--- config.mk ---
export PLATFORM = sky130hd
export DESIGN_NAME = hash_rs_flat
export DESIGN_NICKNAME = d
export VERILOG_FILES = /design/src/rtl/hash_rs_pkg.sv /design/src/rtl/hash_rs_if.sv /design/src/rtl/hash_rs_wakeup.sv /design/src/rtl/hash_rs.sv /design/src/flat_wrapper.sv
export SDC_FILE = /design/constraint.sdc
export NUM_CORES = 1
export LEC_CHECK = 0
export CORE_ASPECT_RATIO = 1.75
export CORE_MARGIN = 1.5
export CORE_UTILIZATION = 35
export CTS_BUF_LIST = sky130_fd_sc_hd__clkbuf_4 sky130_fd_sc_hd__clkbuf_8
export DETAILED_ROUTE_END_ITERATION = 8
export MAX_ROUTING_LAYER = met4
export SLEW_MARGIN = 10
export SYNTH_ARGS = -nofsm -noshare
export SYNTH_HDL_FRONTEND = slang
export SYNTH_SLANG_ARGS = --single-unit
--- constraint.sdc ---
create_clock -name clk -period 3.4 [get_ports clk]
set_clock_uncertainty 0.2 [all_clocks]
set_input_delay 0.68 -clock clk [delete_from_list [all_inputs] [get_ports clk]]
set_output_delay 0.68 -clock clk [all_outputs]
set_load 0.01 [all_outputs]
--- src/rtl/hash_rs_pkg.sv ---
// hash_rs shared types and defaults.
// Entry and issue bundles for the hash reservation station.
package hash_rs_pkg;

  localparam int RS_DEPTH = 4;
  localparam int DATA_W   = 8;
  localparam int TAG_W    = 4;
  localparam int NDEPS    = 2;

  typedef struct packed {
    logic                             valid;
    logic [DATA_W-1:0]                operand;
    logic [NDEPS-1:0][DATA_W-1:0]     depvals;
    logic [NDEPS-1:0]                 dep_ready;
    logic [NDEPS-1:0][TAG_W-1:0]      dep_tag;
    logic [DATA_W-1:0]                wbs;
    logic [DATA_W-1:0]                flags;
    logic [TAG_W-1:0]                 robid;
  } rs_entry_t;

  typedef struct packed {
    logic [DATA_W-1:0]                operand;
    logic [NDEPS-1:0][DATA_W-1:0]     depvals;
    logic [DATA_W-1:0]                wbs;
    logic [DATA_W-1:0]                flags;
    logic [TAG_W-1:0]                 robid;
  } issue_t;

endpackage

--- src/rtl/hash_rs_if.sv ---
// hash_rs dispatch, CDB and FU issue bus.
// slave = reservation station, master = surrounding pipeline.
interface hash_rs_if;
  import hash_rs_pkg::*;

  logic                    flush;
  logic                    disp_valid;
  logic                    disp_ready;
  logic [DATA_W-1:0]       disp_operand;
  logic [NDEPS*DATA_W-1:0] disp_depvals;
  logic [NDEPS-1:0]        disp_dep_ready;
  logic [NDEPS*TAG_W-1:0]  disp_dep_tag;
  logic [DATA_W-1:0]       disp_wbs;
  logic [DATA_W-1:0]       disp_flags;
  logic [TAG_W-1:0]        disp_robid;
  logic                    cdb_valid;
  logic [TAG_W-1:0]        cdb_id;
  logic [DATA_W-1:0]       cdb_val;
  logic                    fu_busy;
  logic                    issue_transmit;
  logic [DATA_W-1:0]       issue_operand;
  logic [NDEPS*DATA_W-1:0] issue_depvals;
  logic [DATA_W-1:0]       issue_wbs;
  logic [DATA_W-1:0]       issue_flags;
  logic [TAG_W-1:0]        issue_robid;

  modport slave (
    input  flush, disp_valid, disp_operand, disp_depvals,
    input  disp_dep_ready, disp_dep_tag, disp_wbs, disp_flags,
    input  disp_robid, cdb_valid, cdb_id, cdb_val, fu_busy,
    output disp_ready, issue_transmit, issue_operand,
    output issue_depvals, issue_wbs, issue_flags, issue_robid
  );

  modport master (
    output flush, disp_valid, disp_operand, disp_depvals,
    output disp_dep_ready, disp_dep_tag, disp_wbs, disp_flags,
    output disp_robid, cdb_valid, cdb_id, cdb_val, fu_busy,
    input  disp_ready, issue_transmit, issue_operand,
    input  issue_depvals, issue_wbs, issue_flags, issue_robid
  );

endinterface

--- src/rtl/hash_rs_wakeup.sv ---
// rs_wakeup: one entry's CDB tag compare and value capture.
// Only valid entries with a still-pending source are touched.
module rs_wakeup
  import hash_rs_pkg::*;
(
  input  rs_entry_t         ent_i,
  input  logic              cdb_valid,
  input  logic [TAG_W-1:0]  cdb_id,
  input  logic [DATA_W-1:0] cdb_val,
  output rs_entry_t         ent_o
);

  // capture broadcast value into every matching pending source
  always_comb begin
    ent_o = ent_i;
    for (int d = 0; d < NDEPS; d++) begin
      if (ent_i.valid && !ent_i.dep_ready[d] && cdb_valid &&
          ent_i.dep_tag[d] == cdb_id) begin
        ent_o.dep_ready[d] = 1'b1;
        ent_o.depvals[d]   = cdb_val;
      end
    end
  end

endmodule

--- src/rtl/hash_rs.sv ---
// hash_rs: collapsing reservation station feeding the hash FU.
// Slot 0 is oldest; oldest ready entry issues when FU is free.
module hash_rs
  import hash_rs_pkg::*;
#(
  parameter int DEPTH = RS_DEPTH
) (
  input logic       clk,
  input logic       rst,
  hash_rs_if.slave  bus
);

  localparam int CNT_W = $clog2(DEPTH + 1);
  localparam int IDX_W = (DEPTH > 1) ? $clog2(DEPTH) : 1;

  rs_entry_t        ent_q   [DEPTH];
  rs_entry_t        ent_d   [DEPTH];
  rs_entry_t        woken   [DEPTH];
  rs_entry_t        shifted [DEPTH];
  rs_entry_t        new_ent;
  logic [CNT_W-1:0] count_q;
  logic [CNT_W-1:0] count_d;
  logic [CNT_W-1:0] count_mid;
  issue_t           iss_q;
  issue_t           iss_d;
  logic             tx_q;
  logic             tx_d;
  logic [IDX_W-1:0] sel;
  logic             has_sel;
  logic             do_issue;
  logic             do_disp;

  for (genvar i = 0; i < DEPTH; i++) begin : g_wk
    rs_wakeup u_wk (
      .ent_i     (ent_q[i]),
      .cdb_valid (bus.cdb_valid),
      .cdb_id    (bus.cdb_id),
      .cdb_val   (bus.cdb_val),
      .ent_o     (woken[i])
    );
  end

  assign bus.disp_ready     = (count_q < CNT_W'(DEPTH));
  assign bus.issue_transmit = tx_q;
  assign bus.issue_operand  = iss_q.operand;
  assign bus.issue_depvals  = iss_q.depvals;
  assign bus.issue_wbs      = iss_q.wbs;
  assign bus.issue_flags    = iss_q.flags;
  assign bus.issue_robid    = iss_q.robid;

  // oldest fully-ready entry, from registered state only
  always_comb begin
    has_sel = 1'b0;
    sel     = '0;
    for (int i = DEPTH - 1; i >= 0; i--) begin
      if (ent_q[i].valid && (&ent_q[i].dep_ready)) begin
        has_sel = 1'b1;
        sel     = IDX_W'(i);
      end
    end
  end

  // incoming op, with same-cycle CDB bypass on pending sources
  always_comb begin
    new_ent           = '0;
    new_ent.valid     = 1'b1;
    new_ent.operand   = bus.disp_operand;
    new_ent.depvals   = bus.disp_depvals;
    new_ent.dep_ready = bus.disp_dep_ready;
    new_ent.dep_tag   = bus.disp_dep_tag;
    new_ent.wbs       = bus.disp_wbs;
    new_ent.flags     = bus.disp_flags;
    new_ent.robid     = bus.disp_robid;
    for (int d = 0; d < NDEPS; d++) begin
      if (!bus.disp_dep_ready[d] && bus.cdb_valid &&
          bus.disp_dep_tag[d*TAG_W +: TAG_W] == bus.cdb_id) begin
        new_ent.dep_ready[d] = 1'b1;
        new_ent.depvals[d]   = bus.cdb_val;
      end
    end
  end

  // collapse on issue, append on dispatch, flush wins
  always_comb begin
    do_issue = has_sel && !bus.fu_busy;
    do_disp  = bus.disp_valid && bus.disp_ready;
    for (int i = 0; i < DEPTH - 1; i++) begin
      shifted[i] = woken[i + 1];
    end
    shifted[DEPTH-1] = '0;
    count_mid = count_q - CNT_W'(do_issue);
    for (int i = 0; i < DEPTH; i++) begin
      if (do_issue && i >= int'(sel)) begin
        ent_d[i] = shifted[i];
      end else begin
        ent_d[i] = woken[i];
      end
      if (do_disp && CNT_W'(i) == count_mid) begin
        ent_d[i] = new_ent;
      end
    end
    count_d = count_mid + CNT_W'(do_disp);
    tx_d    = do_issue;
    iss_d   = iss_q;
    if (do_issue) begin
      iss_d.operand = ent_q[sel].operand;
      iss_d.depvals = ent_q[sel].depvals;
      iss_d.wbs     = ent_q[sel].wbs;
      iss_d.flags   = ent_q[sel].flags;
      iss_d.robid   = ent_q[sel].robid;
    end
    if (bus.flush) begin
      for (int i = 0; i < DEPTH; i++) begin
        ent_d[i] = '0;
      end
      count_d = '0;
      tx_d    = 1'b0;
      iss_d   = iss_q;
    end
  end

  // state registers, synchronous reset
  always_ff @(posedge clk) begin
    if (rst) begin
      for (int i = 0; i < DEPTH; i++) begin
        ent_q[i] <= '0;
      end
      count_q <= '0;
      iss_q   <= '0;
      tx_q    <= 1'b0;
    end else begin
      for (int i = 0; i < DEPTH; i++) begin
        ent_q[i] <= ent_d[i];
      end
      count_q <= count_d;
      iss_q   <= iss_d;
      tx_q    <= tx_d;
    end
  end

endmodule

--- src/flat_wrapper.sv ---
// flat-port wrapper written by rule: the top's interface ports become plain ports
module hash_rs_flat import hash_rs_pkg::*;
#(
  parameter int DEPTH = RS_DEPTH
)
  (clk, rst, bus_flush, bus_disp_valid, bus_disp_operand, bus_disp_depvals, bus_disp_dep_ready, bus_disp_dep_tag, bus_disp_wbs, bus_disp_flags, bus_disp_robid, bus_cdb_valid, bus_cdb_id, bus_cdb_val, bus_fu_busy, bus_disp_ready, bus_issue_transmit, bus_issue_operand, bus_issue_depvals, bus_issue_wbs, bus_issue_flags, bus_issue_robid);
  hash_rs_if bus_i ();
  input logic clk;
  input logic rst;
  input wire logic [$bits(bus_i.flush)-1:0] bus_flush;
  input wire logic [$bits(bus_i.disp_valid)-1:0] bus_disp_valid;
  input wire logic [$bits(bus_i.disp_operand)-1:0] bus_disp_operand;
  input wire logic [$bits(bus_i.disp_depvals)-1:0] bus_disp_depvals;
  input wire logic [$bits(bus_i.disp_dep_ready)-1:0] bus_disp_dep_ready;
  input wire logic [$bits(bus_i.disp_dep_tag)-1:0] bus_disp_dep_tag;
  input wire logic [$bits(bus_i.disp_wbs)-1:0] bus_disp_wbs;
  input wire logic [$bits(bus_i.disp_flags)-1:0] bus_disp_flags;
  input wire logic [$bits(bus_i.disp_robid)-1:0] bus_disp_robid;
  input wire logic [$bits(bus_i.cdb_valid)-1:0] bus_cdb_valid;
  input wire logic [$bits(bus_i.cdb_id)-1:0] bus_cdb_id;
  input wire logic [$bits(bus_i.cdb_val)-1:0] bus_cdb_val;
  input wire logic [$bits(bus_i.fu_busy)-1:0] bus_fu_busy;
  output wire logic [$bits(bus_i.disp_ready)-1:0] bus_disp_ready;
  output wire logic [$bits(bus_i.issue_transmit)-1:0] bus_issue_transmit;
  output wire logic [$bits(bus_i.issue_operand)-1:0] bus_issue_operand;
  output wire logic [$bits(bus_i.issue_depvals)-1:0] bus_issue_depvals;
  output wire logic [$bits(bus_i.issue_wbs)-1:0] bus_issue_wbs;
  output wire logic [$bits(bus_i.issue_flags)-1:0] bus_issue_flags;
  output wire logic [$bits(bus_i.issue_robid)-1:0] bus_issue_robid;
  assign bus_i.flush = bus_flush;
  assign bus_i.disp_valid = bus_disp_valid;
  assign bus_i.disp_operand = bus_disp_operand;
  assign bus_i.disp_depvals = bus_disp_depvals;
  assign bus_i.disp_dep_ready = bus_disp_dep_ready;
  assign bus_i.disp_dep_tag = bus_disp_dep_tag;
  assign bus_i.disp_wbs = bus_disp_wbs;
  assign bus_i.disp_flags = bus_disp_flags;
  assign bus_i.disp_robid = bus_disp_robid;
  assign bus_i.cdb_valid = bus_cdb_valid;
  assign bus_i.cdb_id = bus_cdb_id;
  assign bus_i.cdb_val = bus_cdb_val;
  assign bus_i.fu_busy = bus_fu_busy;
  assign bus_disp_ready = bus_i.disp_ready;
  assign bus_issue_transmit = bus_i.issue_transmit;
  assign bus_issue_operand = bus_i.issue_operand;
  assign bus_issue_depvals = bus_i.issue_depvals;
  assign bus_issue_wbs = bus_i.issue_wbs;
  assign bus_issue_flags = bus_i.issue_flags;
  assign bus_issue_robid = bus_i.issue_robid;
  hash_rs #(.DEPTH(DEPTH)) u_core (.clk(clk), .rst(rst), .bus(bus_i));
endmodule
==> results of run 1 <==
cell families after synthesis:
kind of cell,after synthesis,share of synthesized area
xor gates and xnor gates,39,0.0256
muxes,46,0.0338
buffers and inverters,173,0.0522
adders and majority gates,3,0.00275
and+or+nand+nor,522,0.172
DFF,268,0.393
AOI/OAI and AO/OA,618,0.320
power by group:
group / leakage (uW) / internal [uW] / switching [uW]
registers: 0.00217 / 3180 / 27.5
logic: 0.00358 / 249 / 367
clock network: 0.000450 / 1500 / 1360
worst max-delay path, delay by kind of cell:
family	cells	cell delay, ns
buffers and inverters	4	1.04
AND/OR/NAND/NOR	3	0.64
adder cells (fa/ha/maj)	2	0.49
AO/OA/AOI/OAI	2	0.47
layout make-up:
cell class / count / area share
clock inverters: 7 / 0.00235
clock buffers: 66 / 0.0471
repair buffers: 245 / 0.147
well taps: 485 / 0.0356
diodes: 2 / 0.000294
multi-input cells: 1228 / 0.448
inverters: 18 / 0.00397
flip-flops and latches: 268 / 0.315
through the flow:
| step | TNS [ns] | area [sq um] | hold slack (ns) | setup WS [ns] | cells |
|---|---|---|---|---|---|
| after floorplan | 0 | 13600 | 0.243 | 0.0169 | 1669 |
| after global placement | -5.70 | 16200 | 0.235 | -0.110 | 2244 |
| after detailed placement | -11.40 | 16200 | 0.238 | -0.197 | 2244 |
| after CTS | 0 | 17000 | 0.258 | 0.395 | 2317 |
| after global routing | 0 | 17000 | 0.273 | 0.232 | 2319 |
| final | 0 | 17000 | 0.252 | 0.320 | 2319 |
sequential cells by signal, summed over array words and instances, names as in the netlist:
register	count
u_core.bus.issue_robid	4
u_core.bus.issue_transmit	1
u_core.bus.issue_operand	8
u_core.bus.issue_flags	8
u_core.bus.issue_wbs	8
u_core.ent_q	220
u_core.bus.issue_depvals	16
u_core.count_q	3
worst max-delay path by stage:
stage                             start                  end
CTS                 u_core.ent_q[3][28]   u_core.ent_q[0][0]
finish                      bus_fu_busy   u_core.ent_q[0][0]
detailed placement          bus_fu_busy  u_core.ent_q[0][53]
floorplan           u_core.ent_q[2][29]  u_core.ent_q[2][35]
global placement            bus_fu_busy   u_core.ent_q[0][0]
global route        u_core.ent_q[3][28]   u_core.ent_q[0][0]
per-layer routing:
layer | routed length [um] | track usage | share of wire | vias to the layer above
met5 | 0 | - | 0 | -
met4 | 3580 | 0.179 | 0.068 | 0
met3 | 2840 | 0.0341 | 0.054 | 204
met2 | 26200 | 0.445 | 0.50 | 601
met1 | 20200 | 0.286 | 0.38 | 6787
li1 | - | - | - | 6496
layout by cell type, fill, tap and decap left out, types with 8 or more instances in the layout:
master,n
clkbuf_8,49
a21boi_0,19
xor2_1,17
nor4_1,8
o31ai_1,17
buf_12,30
a211o_1,18
a221o_1,17
o22ai_1,90
a21oi_1,90
o21ai_0,57
nand2_1,219
and3_1,27
o21bai_1,8
nor3_1,11
dfxtp_1,268
or2_2,9
o31a_1,8
nand3_1,72
inv_1,16
nor2_1,128
clkdlybuf4s50_1,117
a21o_1,60
o21a_1,9
a311oi_1,76
xnor2_1,21
clkbuf_4,17
buf_4,98
mux2i_1,45
a211oi_1,111
o211ai_1,12
==> metrics.md, run 1 <==
| Metric | Value |
|---|---|
| Maximum number of pins on one net before global-route repair | `94` |
| Die height | `approximately 260 um` |
| Htree depth | `2` |
| Core Box Area | `around 38000 sq um` |
| PortBufs | `around 120` |
| CP startpoint kind | `primary input` |
| Wire per inst | `22.8 um` |
| YS warnings | `0` |
| Initial DRC count | `between 1k and 1.5k` |
| Maximum vdd ir drop | `228 uV` |
| First-pass GRT wire length | `just over 80 mm` |
| Resized cells post-CTS | `0` |
| Vias per std cell | `slightly above 6` |
| Post-layout util | `0.444` |
| CTS tree | `yes` |
| Crit path kind | `primary input to flop` |
| FF+latch count, synth | `268` |
| Clock-pin slew on the worst setup and hold paths | `about 0.060 ns` |
| Initial antenna violation count | `2` |
| Post-Syn Instances | `1669` |
| Synth cell count leaders | `268 x dfxtp_1, 223 x nand2_1, 130 x nor2_1, 117 x clkbuf_1, 111 x a211oi_1` |
| Initial Util | `0.355` |
| Top post-synthesis cells by area | `dfxtp_1 39%, nand2_1 6.1%, a211oi_1 6.1%` |
| DR vias | `roughly 14k` |
| PD cells | `about 390 nW/um^2` |
| I/O pin total | `approximately 120` |
| Clock Latency Late Sink | `0.57 ns` |
| WL final | `roughly 53 mm` |
| Die Wd | `152 um` |
| CTS Buf Count | `42` |
| Leakage | `slightly above 0.006 uW` |
| Synth Net Count | `about 1.7k` |
| Status | `finished clean` |
| Final hold vios | `0` |
| CTS max path bufs | `3` |
| Clk root buf | `clkbuf_8` |
| Max Cap Violations | `0` |
| Crit path largest cell delay | `0.54 ns` |
| Fraction of layout cells with a size suffix above 1 | `0.133` |
| DRC violations left | `0` |
| Layout Nets | `1878` |
| Worst path cell trace | `clkdlybuf4s50_1, a41o_1, inv_2, ha_1, ha_1, and4bb_2, buf_4, nand2_2, buf_4, nor2_1, a311oi_1` |
| Critical path required time | `approximately 3.7 ns` |
| FMAX | `roughly 320 MHz` |
| Most frequent cell after synthesis | `dfxtp_1` |
| Clock Sinks | `268` |
| Final Max Slew Viols | `0` |
| Worst hold path type | `flop to flop` |
| Reg-to-reg endpoint | `u_core.ent_q[0][0]` |
| Die area | `40200 sq um` |
| R2R Setup Slk | `about 0.36 ns` |
| Filler instances | `approximately 3.8k` |
| Netlist cell types | `62` |
| Total setup buffers inserted after CTS | `0` |
| Syn avg cell area | `~8.2 sq um` |
| Number of global-route vias before repair | `about 14k` |
| Syn-to-layout area delta | `24.8%` |
| Post-synthesis async set-or-reset flop share | `0` |
| Endpoint, Worst Hold | `u_core.bus.issue_operand[1]` |
| RSZ-0062 raised after global routing | `false` |
| Synthesized area | `about 14000 sq um` |
| Cell count of the worst hold path | `1` |
| Final Critical Period | `3.08 ns` |
| GRT Util Overall | `0.263` |
| Hold Crit Start | `u_core.bus.issue_operand[1]` |
| Top_reg_cell synth | `dfxtp_1` |
| DRT Pass-1 Iters | `5` |
| Setup Viol. Count Final | `0` |
| Hpwl dp | `around 35 mm` |
| Worst path slowest cell | `clkdlybuf4s50_1` |
| Register area share after synthesis | `0.393` |
| Area of the multi-input gates | `~7600 sq um` |
| Num rows | `95` |
| Slew Limit Headroom | `0.357` |
| Number of routed nets with antenna violations | `0` |
| Critical-path maximum fanout | `15` |
| GP Congestion | `0.919` |
| Worst R2R Path Depth | `11` |
| EDFF count, synth | `0` |
| Sequential Area | `~5400 sq um` |
| Crit path DAT | `3.34 ns` |
| Yosys top cell area share | `0.393` |
| Worst r2r src | `u_core.ent_q[3][28]` |
| Critical Path End Type | `flop` |
| Post-synth top area cell | `dfxtp_1` |
| Quantity of hold-fixing buffers added after cts | `0` |
| Total Power | `about 6700 uW` |
| GRT Residual Overflow | `0` |
| Final Cycle Share | `0.906` |
| Worst-Margin Slew | `around 0.96 ns` |
Power figures use the tool's default switching activity.
==> run 2, diff against run 1 <==
--- a/config.mk
+++ b/config.mk
@@ -11,7 +11,6 @@
 export CTS_BUF_LIST = sky130_fd_sc_hd__clkbuf_4 sky130_fd_sc_hd__clkbuf_8
 export DETAILED_ROUTE_END_ITERATION = 8
 export MAX_ROUTING_LAYER = met4
-export SLEW_MARGIN = 10
 export SYNTH_ARGS = -nofsm -noshare
 export SYNTH_HDL_FRONTEND = slang
 export SYNTH_SLANG_ARGS = --single-unit
==> results of run 2 <==
Same layout as run 1: the final DEF is identical, and so are final timing and power.
==> run 3, diff against run 2 <==
--- a/config.mk
+++ b/config.mk
@@ -5,7 +5,6 @@
 export SDC_FILE = /design/constraint.sdc
 export NUM_CORES = 1
 export LEC_CHECK = 0
-export CORE_ASPECT_RATIO = 1.75
 export CORE_MARGIN = 1.5
 export CORE_UTILIZATION = 35
 export CTS_BUF_LIST = sky130_fd_sc_hd__clkbuf_4 sky130_fd_sc_hd__clkbuf_8
==> metrics.md, run 3 (synthesized netlist as in run 1, its figures left out) <==
| Metric | Value |
|---|---|
| Max Cap Violations | `0` |
| Resized cells post-CTS | `0` |
| Vias per std cell | `5.98` |
| WL final | `51.3 mm` |
| Fraction of layout cells with a size suffix above 1 | `0.132` |
| Worst r2r src | `u_core.ent_q[3][54]` |
| Initial antenna violation count | `1` |
| Final Critical Period | `approximately 2.9 ns` |
| Clock Latency Late Sink | `0.61 ns` |
| I/O pin total | `roughly 120` |
| PortBufs | `approximately 120` |
| Wire per inst | `about 22 um` |
| Sequential Area | `5370 sq um` |
| Final hold vios | `0` |
| CTS tree | `yes` |
| Critical-path maximum fanout | `16` |
| Clock-pin slew on the worst setup and hold paths | `about 0.06 ns` |
| GRT Util Overall | `0.257` |
| Die Wd | `roughly 200 um` |
| Num rows | `approximately 70` |
| Layout Nets | `1878` |
| Fin cells | `between 2k and 2.5k` |
| Htree depth | `2` |
| Fin area | `approximately 17000 sq um` |
| Maximum number of pins on one net before global-route repair | `73` |
| Number of global-route vias before repair | `13.8k` |
| First-pass GRT wire length | `roughly 80 mm` |
| Maximum vdd ir drop | `~220 uV` |
| Initial Util | `0.354` |
| Syn-to-layout area delta | `25.9%` |
| CTS max path bufs | `3` |
| Crit path DAT | `3.19 ns` |
| Quantity of hold-fixing buffers added after cts | `0` |
| Crit path kind | `flop to flop` |
| CTS Buf Count | `48` |
| DRT Pass-1 Iters | `6` |
| Worst hold path type | `flop to flop` |
| Largest Register | `u_core.ent_q` |
| Total setup buffers inserted after CTS | `0` |
| Filler instances | `around 3.8k` |
| GRT Residual Overflow | `0` |
| Die area | `between 40000 and 50000 sq um` |
| Most frequent cells in the layout | `268 x dfxtp_1, 219 x nand2_1, 128 x nor2_1` |
| Leakage | `between 0.006 and 0.007 uW` |
| DP Cell Count | `2271` |
| Worst-Margin Slew | `0.809 ns` |
| RSZ-0062 raised after global routing | `false` |
| GP Congestion | `just over 0.9` |
| Final setup margin | `0.490 ns` |
| Number of routed nets with antenna violations | `0` |
| Setup Viol. Count Final | `0` |
| Slew Limit Headroom | `0.460` |
| Final Max Slew Viols | `0` |
| Initial DRC count | `1413` |
| PD cells | `407 nW/um^2` |
| Setup TNS | `0 ns` |
| Most common cell after layout, fill and taps aside | `dfxtp_1` |
| Die height | `200 um` |
| Place WS | `-0.0664 ns` |
| Core Box Area | `~39000 sq um` |
| CP startpoint kind | `flop` |
| FMAX | `344 MHz` |
| Critical Path End Type | `flop` |
| Final Cycle Share | `0.856` |
| Clk root buf | `clkbuf_8` |
| Hold Crit Start | `u_core.bus.issue_robid[2]` |
| Total Power | `between 6000 and 7000 uW` |
| Worst Setup SP | `u_core.ent_q[3][54]` |
| Clock Sinks | `roughly 270` |
| Number of flip-flops in the largest register | `220` |
| DR vias | `14.0k` |
| Instance area at placement | `around 16000 sq um` |
| Critical path required time | `roughly 3.7 ns` |
| Area of the multi-input gates | `roughly 7600 sq um` |
| Hpwl dp | `between 30 and 40 mm` |
| Status | `finished clean` |
| DRC violations left | `0` |
[run 3: changes by cell type in the layout (fill, tap and decap cells not counted)]
cell        change
buf_4           -8
bufinv_16       +1
buf_12          +2
inv_8           +2
clkbuf_4        -5
diode_2         -1
clkinvlp_4      -2
clkbuf_8        +9
[run 3: per-layer routing]
layer,wire length [um],track usage,vias to the layer above,share of wire
li1,-,-,6494,-
met1,22100,0.324,6842,0.43
met2,23900,0.411,593,0.47
met3,3690,0.0406,118,0.072
met4,1630,0.103,0,0.032
met5,0,-,-,0
[run 3: metrics by stage]
| step | hold WS [ns] | utilization |
|---|---|---|
| 2_1_floorplan | 0.243 | - |
| 3_3_place_gp | 0.235 | 0.420 |
| 3_5_place_dp | 0.238 | 0.420 |
| 4_1_cts | 0.252 | 0.445 |
| 5_1_grt | 0.264 | 0.445 |
| 6_report | 0.247 | 0.445 |
[run 3: final timing paths]
check / to / slack, ns / cells past startpoint
worst min-delay path: u_core.bus.issue_robid[2] / 0.25 / 1
worst max register to register: u_core.ent_q[2][37] / 0.49 / 11
worst max-delay path: u_core.ent_q[2][37] / 0.49 / 11
worst min register to register: u_core.bus.issue_robid[2] / 0.25 / 1
[run 3: area by class of cell]
type / instances / area share
Tap cell: 518 / 0.0377
Inverter: 18 / 0.00394
Antenna cell: 1 / 0.000146
Sequential cell: 268 / 0.312
Timing Repair Buffer: 239 / 0.145
Clock buffer: 70 / 0.0517
Multi-Input combinational cell: 1228 / 0.445
Clock inverter: 8 / 0.00452
[run 3: report_power, final]
part / switching (uW) / total [uW] / internal, uW
clock network: 1410 / 3160 / 1740
registers: 26.5 / 3210 / 3180
logic: 365 / 617 / 253
[run 3: critical path: stages (launching register included)]
cell and delay [ns]:
dfxtp_1 0.41, nand3_1 0.22, a41o_1 0.33, inv_2 0.07, ha_1 0.14, ha_1 0.25
nor4b_2 0.34, nand2_2 0.13, nand2_1 0.11, nor2_1 0.07, buf_12 0.18, a221o_1 0.34
